==> config.mk <==
export PLATFORM = sky130hd
export DESIGN_NAME = fetch_stage
export DESIGN_NICKNAME = d
export VERILOG_FILES = /design/src/rtl/fetch_pkg.sv /design/src/rtl/fetch_stage_pc_next.sv /design/src/rtl/fetch_stage.sv
export SDC_FILE = /design/constraint.sdc
export NUM_CORES = 1
export LEC_CHECK = 0
export ABC_AREA = 1
export BUFFER_PORTS_ARGS = -buffer_cell sky130_fd_sc_hd__buf_2
export CORE_MARGIN = 3
export CORE_UTILIZATION = 25
export CTS_BUF_LIST = sky130_fd_sc_hd__clkbuf_2
export DETAILED_ROUTE_END_ITERATION = 10
export GPL_ROUTABILITY_DRIVEN = 0
export PLACE_DENSITY = 0.51
export SYNTH_ARGS = -nofsm -noshare
export SYNTH_HDL_FRONTEND = slang
export SYNTH_HIERARCHICAL = 1
export SYNTH_SLANG_ARGS = --single-unit
==> constraint.sdc <==
create_clock -name clk -period 2.4 [get_ports clk]
set_input_delay 0.36 -clock clk [delete_from_list [all_inputs] [get_ports clk]]
set_output_delay 0.36 -clock clk [all_outputs]
set_load 0.1 [all_outputs]
==> src/rtl/fetch_pkg.sv <==
// Shared types and constants for the instruction fetch stage.
package fetch_pkg;

  typedef enum logic [1:0] {
    BOOT = 2'd0,
    RUN  = 2'd1,
    TRAP = 2'd2
  } fetch_state_t;

  localparam logic [31:0] NOP_INSTR        = 32'h0000_0013;
  localparam logic [31:0] DEFAULT_RESET_PC = 32'h0000_0000;

endpackage

==> src/rtl/fetch_stage_pc_next.sv <==
// Next-PC selection (sequential / redirect / hold) and redirect alignment check.
// Purely combinational; decides which kind of update the fetch stage performs this cycle.
module pc_next
  import fetch_pkg::*;
#(
  parameter int ADDRESS_WIDTH = 32
) (
  input  fetch_state_t             state,
  input  logic [ADDRESS_WIDTH-1:0] pc,
  input  logic                     stall,
  input  logic                     redirect,
  input  logic [ADDRESS_WIDTH-1:0] redirect_pc,
  output logic [ADDRESS_WIDTH-1:0] next_pc,
  output logic [ADDRESS_WIDTH-1:0] pc_plus4,
  output logic                     capture,
  output logic                     flush,
  output logic                     trap
);

  logic misaligned;

  // Modulo 2^ADDRESS_WIDTH: the carry out of the top bit is simply dropped.
  assign pc_plus4   = pc + ADDRESS_WIDTH'(4);
  assign misaligned = (redirect_pc[1:0] != 2'b00);

  always_comb begin
    next_pc = pc;
    capture = 1'b0;
    flush   = 1'b0;
    trap    = 1'b0;
    if (state != TRAP) begin
      if (redirect) begin
        if (misaligned) begin
          trap = 1'b1;
        end else begin
          flush   = 1'b1;
          next_pc = redirect_pc;
        end
      end else if (state == RUN && !stall) begin
        capture = 1'b1;
        next_pc = pc_plus4;
      end
    end
  end

endmodule

==> src/rtl/fetch_stage.sv <==
// Instruction fetch stage: PC register, BOOT/RUN/TRAP control and the IF/ID pipeline register.
// The memory read is combinational on pc_o, so a fetched word lands in IF/ID one edge later.
module fetch_stage
  import fetch_pkg::*;
#(
  parameter int                       ADDRESS_WIDTH = 32,
  parameter int                       DATA_WIDTH    = 32,
  parameter logic [ADDRESS_WIDTH-1:0] RESET_PC      = ADDRESS_WIDTH'(DEFAULT_RESET_PC)
) (
  input  logic                     clk,
  input  logic                     rst_n,
  input  logic                     stall_i,
  input  logic                     redirect_i,
  input  logic [ADDRESS_WIDTH-1:0] redirect_pc_i,
  output logic [ADDRESS_WIDTH-1:0] pc_o,
  input  logic [DATA_WIDTH-1:0]    instr_i,
  output logic                     ifid_valid_o,
  output logic [ADDRESS_WIDTH-1:0] ifid_pc_o,
  output logic [ADDRESS_WIDTH-1:0] ifid_pc4_o,
  output logic [DATA_WIDTH-1:0]    ifid_instr_o,
  output logic                     fault_o,
  output logic [ADDRESS_WIDTH-1:0] fault_pc_o
);

  localparam logic [DATA_WIDTH-1:0] NOP = DATA_WIDTH'(NOP_INSTR);

  fetch_state_t             state;
  logic [ADDRESS_WIDTH-1:0] pc;
  logic [ADDRESS_WIDTH-1:0] next_pc;
  logic [ADDRESS_WIDTH-1:0] pc_plus4;
  logic                     capture;
  logic                     flush;
  logic                     trap;

  pc_next #(
    .ADDRESS_WIDTH(ADDRESS_WIDTH)
  ) u_pc_next (
    .state      (state),
    .pc         (pc),
    .stall      (stall_i),
    .redirect   (redirect_i),
    .redirect_pc(redirect_pc_i),
    .next_pc    (next_pc),
    .pc_plus4   (pc_plus4),
    .capture    (capture),
    .flush      (flush),
    .trap       (trap)
  );

  assign pc_o = pc;

  always_ff @(posedge clk or negedge rst_n) begin
    if (!rst_n) begin
      state        <= BOOT;
      pc           <= RESET_PC;
      ifid_valid_o <= 1'b0;
      ifid_pc_o    <= '0;
      ifid_pc4_o   <= '0;
      ifid_instr_o <= NOP;
      fault_o      <= 1'b0;
      fault_pc_o   <= '0;
    end else begin
      pc <= next_pc;
      case (state)
        BOOT, RUN: begin
          if (trap) begin
            // A misaligned target wins over the BOOT->RUN step; the stage parks until reset.
            state        <= TRAP;
            fault_o      <= 1'b1;
            fault_pc_o   <= redirect_pc_i;
            ifid_valid_o <= 1'b0;
            ifid_instr_o <= NOP;
          end else begin
            state <= RUN;
            if (flush) begin
              ifid_valid_o <= 1'b0;
              ifid_instr_o <= NOP;
            end else if (capture) begin
              ifid_valid_o <= 1'b1;
              ifid_pc_o    <= pc;
              ifid_pc4_o   <= pc_plus4;
              ifid_instr_o <= instr_i;
            end
          end
        end
        TRAP: begin
          ifid_valid_o <= 1'b0;
        end
        default: begin
          state <= TRAP;
        end
      endcase
    end
  end

endmodule
==> impl_metrics.py, run 1 <==
metrics = {
    "critical_path": {
        "path_delay_family": "flip-flops",
        "worst-path-max-fanout": 6,
        "crit_slowest_cell": "dfrtp_1",
        "start_kind": "flip-flop",
        "cp_data_arrival_time_ns": 1.87,
        "path_buf_inv": 1,
        "critPathCaptureType": "primary output",
        "required_ns": 2.04,
        "critPathMaxStageDelay_ns": 0.61,
        "crit_type": "flip-flop to primary output",
        "critical_path.cell_chain": "buf_2",
    },
    "power": {
        "ir_drop_mv": 0.787,
        "p_leak_nw": 5.76,
        "power_density_mw_per_mm2": 1160,
        "finalPower_mw": 11.8,
    },
    "global_route": {
        "grt_pass1_vias": 7256,
        "track_usage": 0.160,
        "grt_pass1_wl_um": 42100,
        "gr-total-overflow": 0,
        "grt_max_degree": 65,
        "antenna_found_initial": 2,
    },
    "route": {
        "ant_nets": 0,
        "drtIter0Drc": 370,
        "vias": 7354,
        "drcViolationCount": 0,
        "first_pass_iters": 5,
        "routed_via_density": 4.46,
        "post_drt_wl_per_cell_um": 16.3,
        "routed_wirelength_um": 26800,
    },
    "timing": {
        "fmax_mhz": 448,
        "rsz0062_at_grt": "false",
        "setup_viol": 0,
        "fin_ws_ns": 0.166,
        "min_period_ns": 2.23,
        "min_period_over_period": 0.931,
        "worst_slew_margin_rel": 0.510,
        "final_max_slew_viol_count": 0,
        "tightest_slew_ns": 0.735,
        "skew_ns": 0.0699,
        "finalHoldViolations": 0,
        "tns_ns": 0,
    },
    "logic_synthesis": {
        "yosysWarnings": 6,
        "synthDistinctLibCells": 28,
        "syn-num-nets": 1038,
        "postSynthAreaPerCell_um2": 8.02,
        "synth.largest_area_cell": "dfrtp_1",
        "yosysTopAreaCellShare": 0.518,
        "ys_seq_area_frac": 0.528,
        "ys_seq_elements": 164,
        "syn_area_mm2": 0.00777,
        "ys_top_cells_by_area": "dfrtp_1, nand2_1, nand3_1",
        "synth_cells": 969,
    },
    "floorplan": {
        "die_w_um": 182,
        "start_util": 0.258,
        "io_pins": 230,
        "fp-row-count": 63,
        "placeableCoreArea_mm2": 0.0301,
        "die_y_um": 182,
        "dieArea_mm2": 0.0332,
    },
    "clock_tree": {
        "clockRootBuffer": "clkbuf_2",
        "postCtsResizedCells": 0,
        "cts_max_level": 4,
        "clk_path_buf_depth": 2,
        "cts_tree": "done",
        "clkLatencyLatePin_ns": 0.76,
        "cts.sinks": 164,
        "cts_hold_buf": 65,
        "cts_buffers": 17,
        "path_clk_slew_ns": 0.32,
        "postCtsSetupRepairBufs": 0,
    },
    "min_path": {
        "min_path_type": "primary input to async pin",
    },
    "final_layout": {
        "fillers": 3264,
        "area_delta_synth_final_pct": 30.7,
        "fin_nets": 1313,
        "drive_above_1_share": 0.245,
    },
    "outcome": {
        "outcome": "finished, final reports clean",
    },
    "placement": {
        "dp_hpwl_um": 18800,
        "io_buffers": 229,
        "dpl_worst_slack_ns": 0.349,
    },
    "flow_run": {
        "max-cap-violations": 0,
    },
}
-- area by class of cell --
type                       instances  area [µm²]  area share
clock inverter                    15         155      0.0153
sequential                       164        4110       0.404
timing repair buffer             309        1980       0.195
antenna                            1        2.50    0.000246
tap                              390         488      0.0480
inverter                          64         240      0.0236
multi-input combinational        688        3110       0.306
clock buffer                      17        85.1     0.00837
-- power by group --
part / total, mW / leakage (nW) / switching [mW] / internal, mW
registers: 3.96 / 2.18 / 0.627 / 3.33
clock network: 1.60 / 0.132 / 1.12 / 0.482
logic: 6.25 / 3.45 / 5.33 / 0.922
total: 11.8 / 5.76 / 7.08 / 4.73
-- placed cells by master (no fill, tap or decap), types with 10 or more instances in the layout --
cell type,Yosys,routed
buf_2,24,228
buf_4,18,10
clkbuf_2,0,17
dfrtp_1,161,161
dlygate4sd3_1,0,65
inv_1,62,61
nand2_1,438,437
nand3_1,122,122
nand4_1,26,26
nor2_1,33,33
o21ai_0,14,14
-- metrics by stage --
stage,area (µm²),hold slack (ns),cells,util
final,10200,0.0838,1648,0.337
after global routing,10200,0.0256,1648,0.337
after CTS,10200,0.00389,1647,0.337
after detailed placement,9270,0.372,1550,0.308
after global placement,9270,0.371,1550,0.308
after floorplan,7770,0.0644,969,-
-- kinds of logic after synthesis --
kind of cell | share of synthesized area
AO/OA/AOI/OAI | 0.0190
XOR/XNOR | 0.0217
adder cells (fa/ha/maj) | 0.00161
buffers and inverters | 0.0739
flip-flops | 0.528
AND/OR/NAND/NOR | 0.355
-- state kept, by name, summed over array words and instances, names as in the netlist --
signal / cells
fault_pc_o: 32
state: 2
pc_o: 32
ifid_pc_o: 32
fault_o: 1
ifid_pc4_o: 32
ifid_instr_o: 32
ifid_valid_o: 1
-- synthesized netlist by cell type, drive strengths merged --
master	instances
o211ai	5
dfrtp	161
a21oi	4
clkbuf	3
buf	50
xor2	14
nand4	26
nand2	448
and2	4
xnor2	1
o21ai	15
inv	64
nor2	44
dfstp	3
ha	1
a22oi	2
nor3	2
nand3	122
-- per-layer routing --
layer  track usage  part of all wire
met5             0           0.00026
met4        0.0375             0.018
met3        0.0411             0.062
met2         0.269              0.48
met1         0.207              0.44
-- path summary, 6_finish.rpt --
path | cells after the start | start | end | slack [ns]
worst max-delay path | 1 | pc_o[11]$_DFF_PN0_ | pc_o[11] | 0.17
worst min-delay path | 2 | rst_n | ifid_pc4_o[7]$_DFFE_PN0P_ | 0.08
worst max register to register | 8 | state[0]$_DFFE_PN0P_ | ifid_pc4_o[17]$_DFFE_PN0P_ | 0.46
worst min register to register | 2 | fault_o$_DFFE_PN0P_ | fault_o$_DFFE_PN0P_ | 0.49
max in group asynchronous | 3 | rst_n | ifid_instr_o[1]$_DFFE_PN1P_ | 1.50
min in group clk | 5 | redirect_i | fault_pc_o[5]$_DFFE_PN0P_ | 0.11
(Power assumes the default switching activity.)
==> run 2: changes to the inputs <==
CORE_UTILIZATION = 54   (was 25)
PLACE_DENSITY = 0.89   (was 0.51)
==> run 2 against run 1 <==
Net effect:
- fmax shrank 3.1%
- count of clock-buffer cells in the layout is 4 higher
- register-to-register slack got worse by 0.37 ns
- largest cell class unchanged
==> impl_metrics.py, run 2 (synthesis gave the netlist of run 1 again) <==
metrics = {
    "clock_tree": {
        "cts_buffers": 17,
        "cts.sinks": 164,
        "clockRootBuffer": "clkbuf_2",
        "clkLatencyLatePin_ns": 0.73,
        "clk_path_buf_depth": 2,
        "cts_max_level": 4,
        "path_clk_slew_ns": 0.22,
        "cts_tree": "done",
    },
    "timing": {
        "tightest_slew_ns": 0.669,
        "skew_ns": 0.0250,
        "fmax_mhz": 434,
        "min_period_ns": 2.31,
        "tns_ns": 0,
        "final_max_slew_viol_count": 0,
        "rsz0062_at_grt": "true",
        "min_period_over_period": 0.961,
        "setup_viol": 0,
        "worst_slew_margin_rel": 0.554,
        "finalHoldViolations": 0,
    },
    "route": {
        "routed_wirelength_um": 24500,
        "ant_nets": 0,
        "vias": 7915,
        "routed_via_density": 5.49,
        "drcViolationCount": 0,
        "first_pass_iters": 7,
        "drtIter0Drc": 673,
        "post_drt_wl_per_cell_um": 17.0,
    },
    "critical_path": {
        "r2r-start": "state[1]$_DFFE_PN0P_",
        "crit_type": "flip-flop to flip-flop",
        "critPathMaxStageDelay_ns": 0.58,
        "required_ns": 3.03,
        "r2r_cells": 10,
        "crit_slowest_cell": "dlygate4sd3_1",
        "cp_data_arrival_time_ns": 2.93,
        "worst-path-max-fanout": 32,
        "path_delay_family": "buffers and inverters",
        "critPathCaptureType": "flip-flop",
        "start_kind": "flip-flop",
        "path_buf_inv": 4,
        "timing.critical_path.mode_cell": "nand2_1",
        "r2r-end": "ifid_pc_o[11]$_DFFE_PN0P_",
        "startpoint": "state[1]$_DFFE_PN0P_",
        "r2r_slack_ns": 0.09,
        "cp.depth": 10,
        "critical_path.cell_chain": "nor3_1 > nand2_1 > dlygate4sd3_1 > inv_2 > nand2_2 > clkinv_4 > nand2_4 > buf_12 > nand2_1 > nand2_1",
    },
    "power": {
        "swShare": 0.587,
        "power_density_mw_per_mm2": 1170,
        "seqPwrFrac": 0.334,
        "intPower_mw": 4.85,
        "p_switching_mw": 6.90,
        "clkPwrFrac": 0.130,
        "p_comb_frac": 0.537,
        "ir_drop_mv": 0.838,
        "p_leak_nw": 5.82,
    },
    "global_route": {
        "grt_pass1_wl_um": 38000,
        "track_usage": 0.299,
        "grt_pass1_vias": 7509,
        "antenna_found_initial": 0,
        "grt_max_degree": 72,
        "gr-total-overflow": 0,
    },
    "floorplan": {
        "fp-row-count": 43,
        "dieArea_mm2": 0.0159,
        "start_util": 0.556,
        "die_y_um": 126,
        "io_pins": 230,
        "die_w_um": 126,
        "placeableCoreArea_mm2": 0.0140,
    },
    "min_path": {
        "min_path_type": "primary input to async pin",
    },
    "flow_run": {
        "max-cap-violations": 0,
    },
    "final_layout": {
        "final_util": 0.715,
        "layout_common_cells": "nand2_1, buf_2, dfrtp_1",
        "fin_nets": 1319,
        "fillers": 1019,
        "area_delta_synth_final_pct": 28.6,
        "final_common_cell": "nand2_1",
        "diodes": 0,
        "drive_above_1_share": 0.249,
    },
    "outcome": {
        "outcome": "finished, final reports clean",
    },
    "placement": {
        "io_buffers": 229,
        "dp_hpwl_um": 15600,
    },
}
[run 2: cell count changes in the layout (fill, tap and decap cells not counted), sizes merged]
cell         change
clkbuf           +6
clkinvlp         -3
inv              -3
buf              +2
dlygate4sd3      +2
bufinv           +1
clkinv           +1
diode            -1
[run 2: how the worst max path moves through the flow]
stage,endpoint,slack [ns]
4_1_cts,ifid_pc4_o[28]$_DFFE_PN0P_,0.08
5_1_grt,ifid_pc4_o[13]$_DFFE_PN0P_,-0.03
6_report,ifid_pc_o[11]$_DFFE_PN0P_,0.09
3_5_place_dp,ifid_instr_o[27]$_DFFE_PN0P_,0.42
2_1_floorplan,ifid_pc4_o[22]$_DFFE_PN0P_,0.13
3_3_place_gp,ifid_instr_o[6]$_DFFE_PN0P_,0.46
[run 2: timing repair]
item | in CTS | in global routing
endpoints found under the hold margin | 164 | 0
buffers inserted | 0 | 1
endpoints found under the setup margin | 0 | 85
gates resized for setup | 0 | 5
hold buffers | 67 | 0
[run 2: metrics by stage]
step	instance area [µm²]	hold slack (ns)	total power [mW]	cells	worst slack [ns]
2_1_floorplan	7770	0.0644	8.95	969	0.134
3_3_place_gp	9010	0.425	10.0	1340	0.458
3_5_place_dp	9010	0.422	10.1	1340	0.423
4_1_cts	9920	0.116	11.7	1439	0.0765
5_1_grt	10000	0.157	12.2	1443	-0.0293
6_report	10000	0.176	11.7	1443	0.0941
[run 2: layer usage]
metal	up-vias	global-route usage	part of all wire	wire length, µm
met5	-	0	0	0
met4	0	0.165	0.046	1140
met3	105	0.0751	0.095	2330
met2	490	0.467	0.47	11600
met1	3717	0.383	0.39	9450
li1	3603	-	-	-
[run 2: power groups by stage]
stage	clock, mW	combinational, mW	sequential [mW]
final	1.52	6.30	3.92
after global placement	0	6.09	3.92
after global routing	1.67	6.55	3.99
after detailed placement	0	6.15	3.95
after floorplan	0	1.03	7.92
after CTS	1.55	6.25	3.90
[run 2: layout make-up]
type	instances	area, µm²	area share
Inverter	64	245	0.0245
Sequential cell	164	4110	0.411
Clock inverter	11	134	0.0134
Tap cell	180	225	0.0225
Multi-Input combinational cell	688	3110	0.311
Timing Repair Buffer	315	2070	0.207
Clock buffer	21	105	0.0105
[run 2: worst reg2reg max path: stages, from the launching register on]
cell           delay, ns
dfrtp_2             0.50
nor3_1              0.19
nand2_1             0.11
dlygate4sd3_1       0.58
inv_2               0.10
nand2_2             0.15
clkinv_4            0.15
nand2_4             0.11
buf_12              0.19
nand2_1             0.09
nand2_1             0.05
==> run 3: changes to the inputs <==
CORE_UTILIZATION = 45   (was 54)
PLACE_DENSITY = 0.77   (was 0.89)
==> run 3 against run 2 <==
Net effect:
- sequential share of layout area barely moved
- routed wire length is 4.7% lower
- final area hardly changed
- critical path depth down 9
- final cell count rose by 2.4%
- global-route usage down 5.1 points
- total power rose by 0.68%
- utilization is 12 points lower
- setup slack better by 0.15 ns
- sequential power hardly changed
- critical path type is now flip-flop to primary output
- largest power group unchanged
==> impl_metrics.py, run 3 (synthesis gave the netlist of run 1 again) <==
metrics = {
    "outcome": {
        "outcome": "finished, final reports clean",
    },
    "floorplan": {
        "dieArea_mm2": 0.0189,
        "die_w_um": 137,
        "start_util": 0.464,
        "io_pins": 230,
        "die_y_um": 137,
        "fp-row-count": 47,
        "placeableCoreArea_mm2": 0.0168,
    },
    "final_layout": {
        "drive_above_1_share": 0.246,
        "ff_latch_area_mm2": 0.00411,
        "fin_nets": 1313,
        "diodes": 0,
        "layout_common_cells": "nand2_1, buf_2, dfrtp_1",
        "area_delta_synth_final_pct": 28.6,
        "final_common_cell": "nand2_1",
        "final_util": 0.596,
        "fillers": 1461,
        "multi_input_area_mm2": 0.00311,
    },
    "timing": {
        "min_period_ns": 2.15,
        "fmax_mhz": 465,
        "hold_ws_ns": 0.0808,
        "tns_ns": 0,
        "skew_ns": 0.0369,
        "tightest_slew_ns": 0.515,
        "rsz0062_at_grt": "false",
        "final_max_slew_viol_count": 0,
        "worst_slew_margin_rel": 0.659,
        "setup_viol": 0,
        "finalHoldViolations": 0,
        "min_period_over_period": 0.897,
    },
    "route": {
        "vias": 7589,
        "drcViolationCount": 0,
        "routed_via_density": 5.14,
        "first_pass_iters": 5,
        "ant_nets": 0,
        "drtIter0Drc": 588,
        "post_drt_wl_per_cell_um": 15.8,
        "routed_wirelength_um": 23400,
    },
    "clock_tree": {
        "cts_buffers": 17,
        "cts_tree": "done",
        "cts.sinks": 164,
        "clkLatencyLatePin_ns": 0.74,
        "clockRootBuffer": "clkbuf_2",
        "clk_path_buf_depth": 2,
        "cts_max_level": 4,
        "postCtsSetupRepairBufs": 0,
        "path_clk_slew_ns": 0.23,
    },
    "power": {
        "power_density_mw_per_mm2": 1180,
        "ir_drop_mv": 1.15,
        "seqPwrFrac": 0.331,
        "p_comb_frac": 0.528,
        "clkPwrFrac": 0.141,
        "swShare": 0.582,
        "p_leak_nw": 5.79,
        "intPower_mw": 4.95,
        "p_switching_mw": 6.88,
    },
    "global_route": {
        "grt_pass1_wl_um": 36600,
        "track_usage": 0.248,
        "antenna_found_initial": 0,
        "grt_pass1_vias": 7177,
        "gr-total-overflow": 0,
        "grt_max_degree": 69,
    },
    "critical_path": {
        "critPathMaxStageDelay_ns": 0.57,
        "path_delay_family": "flip-flops",
        "path_buf_inv": 1,
        "r2r_slack_ns": 0.52,
        "critical_path.cell_chain": "buf_2",
        "r2r_cells": 10,
        "crit_slowest_cell": "dfrtp_1",
        "r2r-start": "pc_o[3]$_DFF_PN0_",
        "required_ns": 2.04,
        "r2r-end": "ifid_pc4_o[26]$_DFFE_PN0P_",
        "start_kind": "flip-flop",
        "cp_data_arrival_time_ns": 1.79,
        "crit_type": "flip-flop to primary output",
        "critPathCaptureType": "primary output",
        "worst-path-max-fanout": 6,
    },
    "min_path": {
        "min_path_type": "primary input to async pin",
    },
    "flow_run": {
        "max-cap-violations": 0,
    },
    "placement": {
        "io_buffers": 229,
        "dp_hpwl_um": 15600,
    },
}
[run 3: cell types whose count changed in the layout (fill, tap and decap cells not counted), sizes merged]
cell	previous run	this run
buf	246	244
bufinv	3	4
clkbuf	23	18
clkinv	7	6
clkinvlp	1	3
dlygate4sd3	67	65
inv	64	65
[run 3: power groups by stage]
stage | clock network (mW) | logic (mW) | registers [mW]
after floorplan | 0 | 1.03 | 7.92
final | 1.66 | 6.25 | 3.92
after detailed placement | 0 | 6.16 | 3.95
after CTS | 1.71 | 6.24 | 3.90
after global placement | 0 | 6.10 | 3.95
after global routing | 1.82 | 6.52 | 3.99
[run 3: per-stage QoR]
step / setup WS (ns) / cells / power, mW / instance area, µm²
after floorplan: 0.134 / 969 / 8.95 / 7770
after global placement: 0.556 / 1380 / 10.0 / 9070
after detailed placement: 0.482 / 1380 / 10.1 / 9070
after CTS: 0.180 / 1477 / 11.9 / 9990
after global routing: 0.119 / 1477 / 12.3 / 9990
final: 0.248 / 1477 / 11.8 / 9990
[run 3: layout make-up]
type,instances,share of cell area
Timing Repair Buffer,309,0.199
Multi-Input combinational cell,688,0.311
Sequential cell,164,0.411
Clock buffer,18,0.00901
Inverter,64,0.0240
Tap cell,220,0.0275
Clock inverter,14,0.0184
[run 3: worst max-delay path by stage]
stage / from / endpoint / slack (ns) / cells after the start
2_1_floorplan: pc_o[3]$_DFF_PN0_ / ifid_pc4_o[22]$_DFFE_PN0P_ / 0.13 / 10
5_1_grt: pc_o[4]$_DFF_PN0_ / pc_o[4] / 0.12 / 1
3_3_place_gp: redirect_pc_i[0] / fault_pc_o[6]$_DFFE_PN0P_ / 0.56 / 8
4_1_cts: pc_o[11]$_DFF_PN0_ / pc_o[11] / 0.18 / 1
3_5_place_dp: redirect_pc_i[0] / fault_pc_o[15]$_DFFE_PN0P_ / 0.48 / 8
6_report: pc_o[11]$_DFF_PN0_ / pc_o[11] / 0.25 / 1
[run 3: routing by layer]
layer	GRT usage	share of wire
met1	0.325	0.41
met2	0.396	0.47
met3	0.0730	0.092
met4	0.0843	0.026
met5	0	0
[run 3: repair_timing]
item                      4_1_cts  5_1_grt
resized for setup               0        0
hold buffers                   65        0
hold endpoints to repair      257        0
